[src/rtl/clk_div_mon_pkg.sv]
// Shared types and constants for the divided-clock period monitor.
package clk_div_mon_pkg;

  typedef enum logic [1:0] {
    IDLE   = 2'd0,
    SEEK   = 2'd1,
    ACQ    = 2'd2,
    LOCKED = 2'd3
  } mon_state_t;

  localparam int ERR_CNT_W = 8;
  localparam logic [ERR_CNT_W-1:0] ERR_CNT_MAX = 8'd255;

  // Clear has priority over a coincident error pulse; the count sticks at max.
  function automatic logic [ERR_CNT_W-1:0] err_cnt_next(
    input logic [ERR_CNT_W-1:0] cnt,
    input logic                 clr,
    input logic                 hit
  );
    if (clr) begin
      return '0;
    end
    if (hit && (cnt != ERR_CNT_MAX)) begin
      return cnt + ERR_CNT_W'(1);
    end
    return cnt;
  endfunction

endpackage

[src/rtl/clk_div_monitor_if.sv]
// Control and status bundle of the divided-clock monitor; the slave side is the monitor.
interface clk_div_monitor_if #(
  parameter int CNT_W = 16
) ();
  import clk_div_mon_pkg::*;

  logic                 enable;
  logic                 div_in;
  logic [CNT_W-1:0]     exp_period;
  logic                 err_clr;
  logic [CNT_W-1:0]     period;
  logic                 period_valid;
  logic                 locked;
  logic                 err;
  logic [ERR_CNT_W-1:0] err_count;
  logic [1:0]           state_o;

  modport master (
    output enable, div_in, exp_period, err_clr,
    input  period, period_valid, locked, err, err_count, state_o
  );

  modport slave (
    input  enable, div_in, exp_period, err_clr,
    output period, period_valid, locked, err, err_count, state_o
  );

endinterface

[src/rtl/clk_div_monitor_edge_sync.sv]
// Samples the divided clock as data in the clk domain and flags its rising edges.
module edge_sync (
  input  logic clk,
  input  logic reset,
  input  logic div_in,
  output logic rise
);

  logic s0_reg;
  logic s1_reg;
  logic prev_reg;

  // Two flops guard against metastability; the third gives the previous level.
  always_ff @(posedge clk) begin
    if (reset) begin
      s0_reg   <= 1'b0;
      s1_reg   <= 1'b0;
      prev_reg <= 1'b0;
    end else begin
      s0_reg   <= div_in;
      s1_reg   <= s0_reg;
      prev_reg <= s1_reg;
    end
  end

  assign rise = s1_reg & ~prev_reg;

endmodule

[src/rtl/clk_div_monitor.sv]
// Measures the period of a divided clock in clk cycles, locks onto the expected period
// and reports mismatches and stalls once locked.
module clk_div_monitor
  import clk_div_mon_pkg::*;
#(
  parameter int CNT_W      = 16,
  parameter int LOCK_COUNT = 4,
  parameter int TOL        = 0
) (
  input logic              clk,
  input logic              reset,
  clk_div_monitor_if.slave bus
);

  localparam int               MC_W      = $clog2(LOCK_COUNT + 1);
  localparam logic [CNT_W-1:0] CNT_MAX   = '1;
  localparam logic [CNT_W:0]   TOL_X     = (CNT_W + 1)'(TOL);
  localparam logic [MC_W-1:0]  LOCK_LAST = MC_W'(LOCK_COUNT - 1);

  logic                 rise;
  logic [CNT_W-1:0]     cnt_reg;
  logic [CNT_W:0]       cnt_plus1;
  logic [CNT_W-1:0]     measured;
  logic [CNT_W:0]       exp_x;
  logic [CNT_W:0]       meas_x;
  logic [CNT_W:0]       diff;
  logic [CNT_W:0]       twice_exp;
  logic                 exp_ok;
  logic                 match;
  logic                 timeout;

  mon_state_t           state_reg;
  logic [MC_W-1:0]      match_cnt_reg;
  logic [CNT_W-1:0]     period_reg;
  logic                 period_valid_reg;
  logic                 locked_reg;
  logic                 err_reg;
  logic [ERR_CNT_W-1:0] err_count_reg;

  edge_sync u_sync (
    .clk    (clk),
    .reset  (reset),
    .div_in (bus.div_in),
    .rise   (rise)
  );

  // Cycles since the last rise; saturating so a dead input cannot wrap into a match.
  always_ff @(posedge clk) begin
    if (reset) begin
      cnt_reg <= '0;
    end else if (rise) begin
      cnt_reg <= '0;
    end else if (cnt_reg != CNT_MAX) begin
      cnt_reg <= cnt_reg + CNT_W'(1);
    end
  end

  always_comb begin
    cnt_plus1 = {1'b0, cnt_reg} + (CNT_W + 1)'(1);
    measured  = cnt_plus1[CNT_W] ? CNT_MAX : cnt_plus1[CNT_W-1:0];
    exp_x     = {1'b0, bus.exp_period};
    meas_x    = {1'b0, measured};
    diff      = (meas_x >= exp_x) ? (meas_x - exp_x) : (exp_x - meas_x);
    twice_exp = {bus.exp_period, 1'b0};
    // Periods below 2 cannot be a real divider output, so comparison is switched off.
    exp_ok    = bus.exp_period > CNT_W'(1);
    match     = exp_ok && (diff <= TOL_X);
    timeout   = exp_ok && (cnt_plus1 >= twice_exp);
  end

  always_ff @(posedge clk) begin
    if (reset) begin
      state_reg        <= IDLE;
      match_cnt_reg    <= '0;
      period_reg       <= '0;
      period_valid_reg <= 1'b0;
      locked_reg       <= 1'b0;
      err_reg          <= 1'b0;
    end else begin
      period_valid_reg <= 1'b0;
      err_reg          <= 1'b0;
      locked_reg       <= (state_reg == LOCKED);
      if (!bus.enable) begin
        state_reg     <= IDLE;
        match_cnt_reg <= '0;
      end else begin
        case (state_reg)
          IDLE: begin
            state_reg <= SEEK;
          end
          SEEK: begin
            // First edge only starts a measurement window.
            if (rise) begin
              state_reg     <= ACQ;
              match_cnt_reg <= '0;
            end
          end
          ACQ: begin
            if (rise) begin
              period_reg       <= measured;
              period_valid_reg <= 1'b1;
              if (match) begin
                if (match_cnt_reg == LOCK_LAST) begin
                  state_reg     <= LOCKED;
                  match_cnt_reg <= '0;
                end else begin
                  match_cnt_reg <= match_cnt_reg + MC_W'(1);
                end
              end else begin
                match_cnt_reg <= '0;
              end
            end else if (timeout) begin
              state_reg <= SEEK;
            end
          end
          LOCKED: begin
            if (rise) begin
              period_reg       <= measured;
              period_valid_reg <= 1'b1;
              if (!match) begin
                err_reg       <= 1'b1;
                state_reg     <= ACQ;
                match_cnt_reg <= '0;
              end
            end else if (timeout) begin
              err_reg   <= 1'b1;
              state_reg <= SEEK;
            end
          end
          default: begin
            state_reg <= IDLE;
          end
        endcase
      end
    end
  end

  // Counts the registered err pulse, so a clear raised alongside a visible err wins.
  always_ff @(posedge clk) begin
    if (reset) begin
      err_count_reg <= '0;
    end else begin
      err_count_reg <= err_cnt_next(err_count_reg, bus.err_clr, err_reg);
    end
  end

  assign bus.period       = period_reg;
  assign bus.period_valid = period_valid_reg;
  assign bus.locked       = locked_reg;
  assign bus.err          = err_reg;
  assign bus.err_count    = err_count_reg;
  assign bus.state_o      = state_reg;

endmodule
[src/flat_wrapper.sv]
// flat-port wrapper written by rule: the top's interface ports become plain ports
module clk_div_monitor_flat import clk_div_mon_pkg::*;
#(
  parameter int CNT_W      = 16,
  parameter int LOCK_COUNT = 4,
  parameter int TOL        = 0
)
  (clk, reset, bus_enable, bus_div_in, bus_exp_period, bus_err_clr, bus_period, bus_period_valid, bus_locked, bus_err, bus_err_count, bus_state_o);
  clk_div_monitor_if #(.CNT_W(CNT_W)) bus_i ();
  input logic clk;
  input logic reset;
  input wire logic [$bits(bus_i.enable)-1:0] bus_enable;
  input wire logic [$bits(bus_i.div_in)-1:0] bus_div_in;
  input wire logic [$bits(bus_i.exp_period)-1:0] bus_exp_period;
  input wire logic [$bits(bus_i.err_clr)-1:0] bus_err_clr;
  output wire logic [$bits(bus_i.period)-1:0] bus_period;
  output wire logic [$bits(bus_i.period_valid)-1:0] bus_period_valid;
  output wire logic [$bits(bus_i.locked)-1:0] bus_locked;
  output wire logic [$bits(bus_i.err)-1:0] bus_err;
  output wire logic [$bits(bus_i.err_count)-1:0] bus_err_count;
  output wire logic [$bits(bus_i.state_o)-1:0] bus_state_o;
  assign bus_i.enable = bus_enable;
  assign bus_i.div_in = bus_div_in;
  assign bus_i.exp_period = bus_exp_period;
  assign bus_i.err_clr = bus_err_clr;
  assign bus_period = bus_i.period;
  assign bus_period_valid = bus_i.period_valid;
  assign bus_locked = bus_i.locked;
  assign bus_err = bus_i.err;
  assign bus_err_count = bus_i.err_count;
  assign bus_state_o = bus_i.state_o;
  clk_div_monitor #(.CNT_W(CNT_W), .LOCK_COUNT(LOCK_COUNT), .TOL(TOL)) u_core (.clk(clk), .reset(reset), .bus(bus_i));
endmodule
[config.mk]
export PLATFORM = sky130hd
export DESIGN_NAME = clk_div_monitor_flat
export DESIGN_NICKNAME = d
export VERILOG_FILES = /design/src/rtl/clk_div_mon_pkg.sv /design/src/rtl/clk_div_monitor_if.sv /design/src/rtl/clk_div_monitor_edge_sync.sv /design/src/rtl/clk_div_monitor.sv /design/src/flat_wrapper.sv
export SDC_FILE = /design/constraint.sdc
export NUM_CORES = 1
export LEC_CHECK = 0
export ABC_CLOCK_PERIOD_IN_PS = 4300
export CAP_MARGIN = 40
export CORE_MARGIN = 1.5
export CORE_UTILIZATION = 35
export CTS_BUF_LIST = sky130_fd_sc_hd__clkbuf_2
export DETAILED_ROUTE_END_ITERATION = 8
export REMOVE_ABC_BUFFERS = 1
export SYNTH_ARGS = -nofsm -noshare
export SYNTH_HDL_FRONTEND = slang
export SYNTH_SLANG_ARGS = --single-unit
[constraint.sdc]
create_clock -name clk -period 4.3 [get_ports clk]
set_input_delay 0.86 -clock clk [delete_from_list [all_inputs] [get_ports clk]]
set_output_delay 0.86 -clock clk [all_outputs]
set_load 0.01 [all_outputs]
==> results.sh, run 1 <==
export IMPL_status="finished, final reports clean"
export IMPL_post_route_period_util_pct=95.7
export IMPL_via_count=4355
export IMPL_pin_count=50
export IMPL_cts_buffer_depth=2
export IMPL_core_sq_mm=0.0121
export IMPL_maxCapViolCount=0
export IMPL_finalCriticalPeriod_ps=4120
export IMPL_power_density_mw_per_mm2=169
export IMPL_ir_drop_mv=0.158
export IMPL_die_h_um=114
export IMPL_maxSlewHeadroom_pct=59.5
export IMPL_cts_made_buffers=5
export IMPL_max_freq_mhz=243
export IMPL_htree_levels=2
export IMPL_gr_usage_all_layers_pct=20.0
export IMPL_async_reset_ff_share_pct=0
export IMPL_hold_path_class="register to register"
export IMPL_grt_pass1_wl_um=20500
export IMPL_numClockSinks=51
export IMPL_skew_ps=23.1
export IMPL_ys_seq_area_share_pct=23.5
export IMPL_root_buffer="clkbuf_2"
export IMPL_synth_most_common_cell="nor2_1"
export IMPL_avgSynthCellArea_sq_um=7.89
export IMPL_initial_core_util_pct=36.0
export IMPL_ys_types=67
export IMPL_drt_pass1_iter_count=5
export IMPL_cts_tree="yes"
export IMPL_synthFlopType="dfxtp_1"
export IMPL_grt_max_degree=29
export IMPL_finalHoldViolations=0
export IMPL_worst_slew_pin_slew_ps=606
export IMPL_num_rows=40
export IMPL_clkTransAtPathRegs_ps=250
export IMPL_dp_slack_ps=-53.7
export IMPL_drcViolationCount=0
export IMPL_die_x_um=114
export IMPL_post_dp_hpwl_um=10700
export IMPL_ys_ff_latch=51
export IMPL_synth_area_leaders="dfxtp_1 (24%), ha_1 (15%), nor2_1 (6.2%)"
export IMPL_drv_slew=0
export IMPL_layout_drive_gt1_share_pct=20.2
export IMPL_wl_per_cell_um=16.0
export IMPL_first_global_vias=4041
export IMPL_start_kind="register"
export IMPL_synth_largest_area_cell="dfxtp_1"
export IMPL_seq_area_sq_mm=0.00102
export IMPL_critPathCaptureType="register"
export IMPL_grt_antenna_before_repair=1
export IMPL_io_buffer_count=49
export IMPL_gp_congestion=0.922
export IMPL_multi_input_area_sq_mm=0.00319
export IMPL_final_nets=724
export IMPL_dieArea_sq_mm=0.0131
export IMPL_clock_latency_ps=440
export IMPL_synth_common_cells="nor2_1 (72), dfxtp_1 (51), ha_1 (51)"
export IMPL_fill_cells=1211
export IMPL_ant_nets=0
export IMPL_holdWs_ps=462
export IMPL_drt_wl_total_um=13100
export IMPL_grt_overflow_total=0
export IMPL_synthCells=550
export IMPL_cp_arrival_ps=4470
export IMPL_drt_initial_drc_count=274
export IMPL_cp_required_ps=4660
export IMPL_finalSetupViolCount=0
export IMPL_synthesis_area_sq_mm=0.00434
export IMPL_postLayoutSetupSlackWorst_ps=184
export IMPL_setup_tns_ps=0
export IMPL_leakagePower_nw=2.53
export IMPL_path_class="register to register"
export IMPL_totalPowerFinal_w=0.000964
export IMPL_synth_edff_count=0
export IMPL_area_growth_syn_to_layout_pct=31.4
export IMPL_viasPerCell=5.30
export IMPL_yosys_warnings=0
export IMPL_crit_fanout=6
export IMPL_synth_top_area_share_pct=23.5
metrics by stage:
| stage | std cells | util, % | cell area [sq um] |
|---|---|---|---|
| after floorplan | 522 | - | 4210 |
| after global placement | 803 | 44.7 | 5390 |
| after detailed placement | 804 | 44.8 | 5400 |
| after CTS | 812 | 45.2 | 5450 |
| after global routing | 822 | 47.2 | 5700 |
| final | 822 | 47.2 | 5700 |
layout make-up:
| class | instances | area share, % |
|---|---|---|
| Clock buffer | 6 | 0.527 |
| Multi-Input combinational cell | 426 | 55.9 |
| Timing Repair inverter | 1 | 0.0878 |
| Clock inverter | 2 | 0.220 |
| Sequential cell | 51 | 18.0 |
| Inverter | 45 | 3.05 |
| Tap cell | 168 | 3.69 |
| Timing Repair Buffer | 122 | 18.5 |
| Antenna cell | 1 | 0.0439 |
timing repair:
action | in CTS | in global routing
gates cloned | 0 | 1
resized for setup | 2 | 42
pin swaps | 0 | 18
hold buffers | 0 | 0
setup endpoints to repair | 5 | 5
setup buffers | 0 | 8
kinds of logic (layout without fill, tap and decap cells):
| logic type | Yosys count | count (layout) | synth area share [%] |
|---|---|---|---|
| simple gates | 194 | 194 | 22.3 |
| compound gates | 148 | 148 | 25.8 |
| buf+inv | 73 | 176 | 6.92 |
| fa+ha+maj | 51 | 51 | 14.7 |
| flops | 51 | 51 | 23.5 |
| xor+xnor | 31 | 31 | 6.26 |
| mux | 2 | 2 | 0.462 |
| other cells | 0 | 1 | 0 |
per-layer routing:
metal / vias up / part of all wire [%] / global-route usage (%) / routed length [um]
met5: - / 0 / 0 / 0
met4: 0 / 2.3 / 6.83 / 300
met3: 21 / 4.4 / 1.64 / 580
met2: 113 / 45 / 31.4 / 5880
met1: 2051 / 48 / 28.7 / 6360
li1: 2170 / - / - / -
where the power goes:
part / internal (W) / switching (W)
clock network: 0.0000413 / 0.000144
logic: 0.000138 / 0.000158
registers: 0.000478 / 0.00000342
total: 0.000658 / 0.000306
worst max-delay path: stages, from the launching register on:
cell and delay [ps]:
dfxtp_2 390, ha_1 170, nand3_1 190, nor3_2 290, nand3_2 180, clkinv_4 110, buf_4 110, nor2_1 40
inv_1 90, ha_4 220, and2b_2 220, o2111ai_4 270, a21boi_2 120, or4_1 490, o21ai_2 140, o2111ai_2 140
a2111oi_4 400, a31oi_4 180, a31o_2 260
path summary, 6_finish.rpt:
check / start / to / slack [ps] / cells after the start
hold / removal: u_core.u_sync.s0_reg$_SDFF_PP0_ / u_core.u_sync.s1_reg$_SDFF_PP0_ / 460 / 1
setup reg to reg: u_core.cnt_reg[0]$_SDFFE_PP0P_ / u_core.bus.err$_SDFF_PP0_ / 180 / 18
hold reg to reg: u_core.u_sync.s0_reg$_SDFF_PP0_ / u_core.u_sync.s1_reg$_SDFF_PP0_ / 460 / 1
setup / recovery: u_core.cnt_reg[0]$_SDFFE_PP0P_ / u_core.bus.err$_SDFF_PP0_ / 180 / 18
placed cells by master, fill, tap and decap left out, types with 14 or more instances in the layout:
cell type	count
a211oi_1	18
a21o_1	14
a21oi_1	25
buf_4	70
clkdlybuf4s50_1	49
dfxtp_1	48
ha_1	45
inv_1	44
nand2_1	31
nand3_1	15
nor2_1	68
o21ai_0	17
xnor2_1	14
xor2_1	16
(Power assumes the default switching activity.)
==> run 2: changes to the inputs <==
--- a/config.mk
+++ b/config.mk
@@ -7,6 +7,7 @@
 export LEC_CHECK = 0
 export ABC_CLOCK_PERIOD_IN_PS = 4300
 export CAP_MARGIN = 40
+export CORE_ASPECT_RATIO = 2
 export CORE_MARGIN = 1.5
 export CORE_UTILIZATION = 35
 export CTS_BUF_LIST = sky130_fd_sc_hd__clkbuf_2
==> run 2 against run 1 <==
Net effect: sequential power about the same; critical path depth increased by 1; flip-flop and latch count unchanged; maximum frequency decreased by 1.5%; largest cell class unchanged.
==> results.sh, run 2 (synthesis results as in run 1) <==
export IMPL_start_kind="register"
export IMPL_die_x_um=81.7
export IMPL_dp_cells=789
export IMPL_drt_wl_total_um=14300
export IMPL_totalPowerFinal_w=0.00101
export IMPL_num_rows=57
export IMPL_gp_congestion=0.934
export IMPL_internal_power_w=0.000668
export IMPL_p_comb_share_pct=30.6
export IMPL_final_nets=727
export IMPL_p_switching_w=0.000338
export IMPL_io_buffer_count=49
export IMPL_cts_buffer_depth=2
export IMPL_skew_ps=37.7
export IMPL_drcViolationCount=0
export IMPL_grt_antenna_before_repair=0
export IMPL_area_growth_syn_to_layout_pct=32.3
export IMPL_numClockSinks=51
export IMPL_crit_fanout=5
export IMPL_wl_per_cell_um=17.9
export IMPL_worstHoldStart="u_core.u_sync.s1_reg$_SDFF_PP0_"
export IMPL_pin_count=50
export IMPL_via_count=4415
export IMPL_hold_depth=1
export IMPL_holdWs_ps=480
export IMPL_leakagePower_nw=2.55
export IMPL_maxSlewHeadroom_pct=67.8
export IMPL_cp_arrival_ps=4570
export IMPL_p_sw_share_pct=33.6
export IMPL_critPathCaptureType="register"
export IMPL_max_freq_mhz=239
export IMPL_finalHoldViolations=0
export IMPL_slowest_stage="or4_4"
export IMPL_cts_hold_buf=0
export IMPL_holdPathEnd="u_core.u_sync.prev_reg$_SDFF_PP0_"
export IMPL_seqPwrFrac_pct=48.0
export IMPL_slowest_delay_ps=530
export IMPL_finalSetupViolCount=0
export IMPL_cts_tree="yes"
export IMPL_grt_pass1_wl_um=21700
export IMPL_worst_slew_pin_slew_ps=471
export IMPL_power_density_mw_per_mm2=175
export IMPL_stdcell_count=803
export IMPL_post_dp_hpwl_um=12100
export IMPL_maxCapViolCount=0
export IMPL_drt_initial_drc_count=201
export IMPL_drv_slew=0
export IMPL_ir_drop_mv=0.177
export IMPL_first_global_vias=4381
export IMPL_path_cells="and3_4 > and3_4 > nand2_2 > nor3_2 > nand3_2 > buf_6 > and2_4 > inv_4 > ha_4 > and2b_2 > o2111ai_4 > buf_6 > a21boi_2 > or4_4 > o21ai_2 > o2111ai_2 > a2111oi_4 > a31oi_4 > a311oi_2"
export IMPL_ant_nets=0
export IMPL_status="finished, final reports clean"
export IMPL_post_route_period_util_pct=97.2
export IMPL_grt_overflow_total=0
export IMPL_htree_levels=2
export IMPL_layout_drive_gt1_share_pct=22.1
export IMPL_final_common_cell="buf_4"
export IMPL_gr_usage_all_layers_pct=21.8
export IMPL_core_sq_mm=0.0121
export IMPL_cts_made_buffers=5
export IMPL_cp_required_ps=4700
export IMPL_viasPerCell=5.50
export IMPL_grt_max_degree=31
export IMPL_drt_pass1_iter_count=5
export IMPL_path_class="register to register"
export IMPL_layout_common_cells="buf_4 (72), nor2_1 (68), clkdlybuf4s50_1 (49)"
export IMPL_rr_endpoint="u_core.bus.state_o[0]$_SDFFE_PP0P_"
export IMPL_worstRegToRegCells=19
export IMPL_rrSetupSlack_ps=120
export IMPL_clkTransAtPathRegs_ps=300
export IMPL_diodes=0
export IMPL_dieArea_sq_mm=0.0131
export IMPL_hold_path_class="register to register"
export IMPL_clock_latency_ps=490
export IMPL_rr_startpoint="u_core.cnt_reg[6]$_SDFFE_PP0P_"
export IMPL_clkPwrFrac_pct=21.4
export IMPL_finalCriticalPeriod_ps=4180
export IMPL_die_h_um=160
export IMPL_root_buffer="clkbuf_2"
export IMPL_initial_core_util_pct=35.8
==> run 2: changes by cell type in the layout (fill, tap and decap cells not counted), sizes merged <==
cell / before / now
clkinvlp: 1 / 0
clkinv: 3 / 1
clkbuf: 6 / 5
buf: 73 / 77
diode: 1 / 0
inv: 44 / 47
==> run 2: how the worst max path moves through the flow <==
stage	slack, ps	cells after the start	endpoint	from
6_report	120	19	u_core.bus.state_o[0]$_SDFFE_PP0P_	u_core.cnt_reg[6]$_SDFFE_PP0P_
5_1_grt	-50	20	u_core.bus.state_o[0]$_SDFFE_PP0P_	u_core.cnt_reg[6]$_SDFFE_PP0P_
4_1_cts	40	19	u_core.bus.state_o[0]$_SDFFE_PP0P_	u_core.cnt_reg[8]$_SDFFE_PP0P_
3_5_place_dp	40	14	u_core.bus.err$_SDFF_PP0_	bus_exp_period[1]
3_3_place_gp	90	18	u_core.bus.err$_SDFF_PP0_	u_core.cnt_reg[1]$_SDFFE_PP0P_
2_1_floorplan	100	18	u_core.bus.err$_SDFF_PP0_	u_core.cnt_reg[8]$_SDFFE_PP0P_
==> run 2: cell type report <==
type	count	area [sq um]
clock buffers	5	25.0
inverters	45	174
clock inverters	3	26.3
well taps	147	184
multi-input cells	426	3210
flip-flops and latches	51	1030
repair buffers	126	1090
fillers	1237	6380
==> run 2: stage by stage <==
step	utilization [%]	setup TNS (ps)	area, sq um	setup WS, ps
6_report	47.3	0	5740	123
5_1_grt	47.3	-99.1	5740	-50.1
4_1_cts	45.2	0	5480	39.4
3_5_place_dp	44.7	0	5420	43.6
3_3_place_gp	44.6	0	5410	92.5
2_1_floorplan	-	0	4210	95.2
==> run 2: power groups by stage <==
stage / sequential (W) / combinational (W) / clock [W]
6_report: 0.000483 / 0.000308 / 0.000215
5_1_grt: 0.000484 / 0.000331 / 0.000239
4_1_cts: 0.000483 / 0.000283 / 0.000223
3_5_place_dp: 0.000491 / 0.000280 / 0
3_3_place_gp: 0.000491 / 0.000280 / 0
2_1_floorplan: 0.000491 / 0.000156 / 0
==> run 2: per-layer routing <==
layer	routed length, um	track usage, %	up-vias	part of all wire, %
li1	-	-	2167	-
met1	4780	20.2	2081	33
met2	8210	42.6	119	57
met3	477	2.44	48	3.3
met4	880	12.6	0	6.1
met5	0	0	-	0
==> run 2: repair_timing <==
item | 4_1_cts | 5_1_grt
gates resized for setup | 3 | 55
pin swaps | 0 | 18
setup endpoints to repair | 2 | 5
hold endpoints to repair | 0 | 0
buffers inserted | 0 | 6
==> run 2: critical path, delay by kind of cell (launching register included) <==
family          cells  cell delay [ps]
buf+inv             3              350
fa+ha+maj           1              110
flops               1              400
compound gates      7             1520
simple gates        8             1700
==> run 3: changes to the inputs <==
--- a/config.mk
+++ b/config.mk
@@ -5,7 +5,6 @@
 export SDC_FILE = /design/constraint.sdc
 export NUM_CORES = 1
 export LEC_CHECK = 0
-export ABC_CLOCK_PERIOD_IN_PS = 4300
 export CAP_MARGIN = 40
 export CORE_ASPECT_RATIO = 2
 export CORE_MARGIN = 1.5
==> results of run 3 <==
No change in the layout: final DEF, timing and power equal those of run 2.
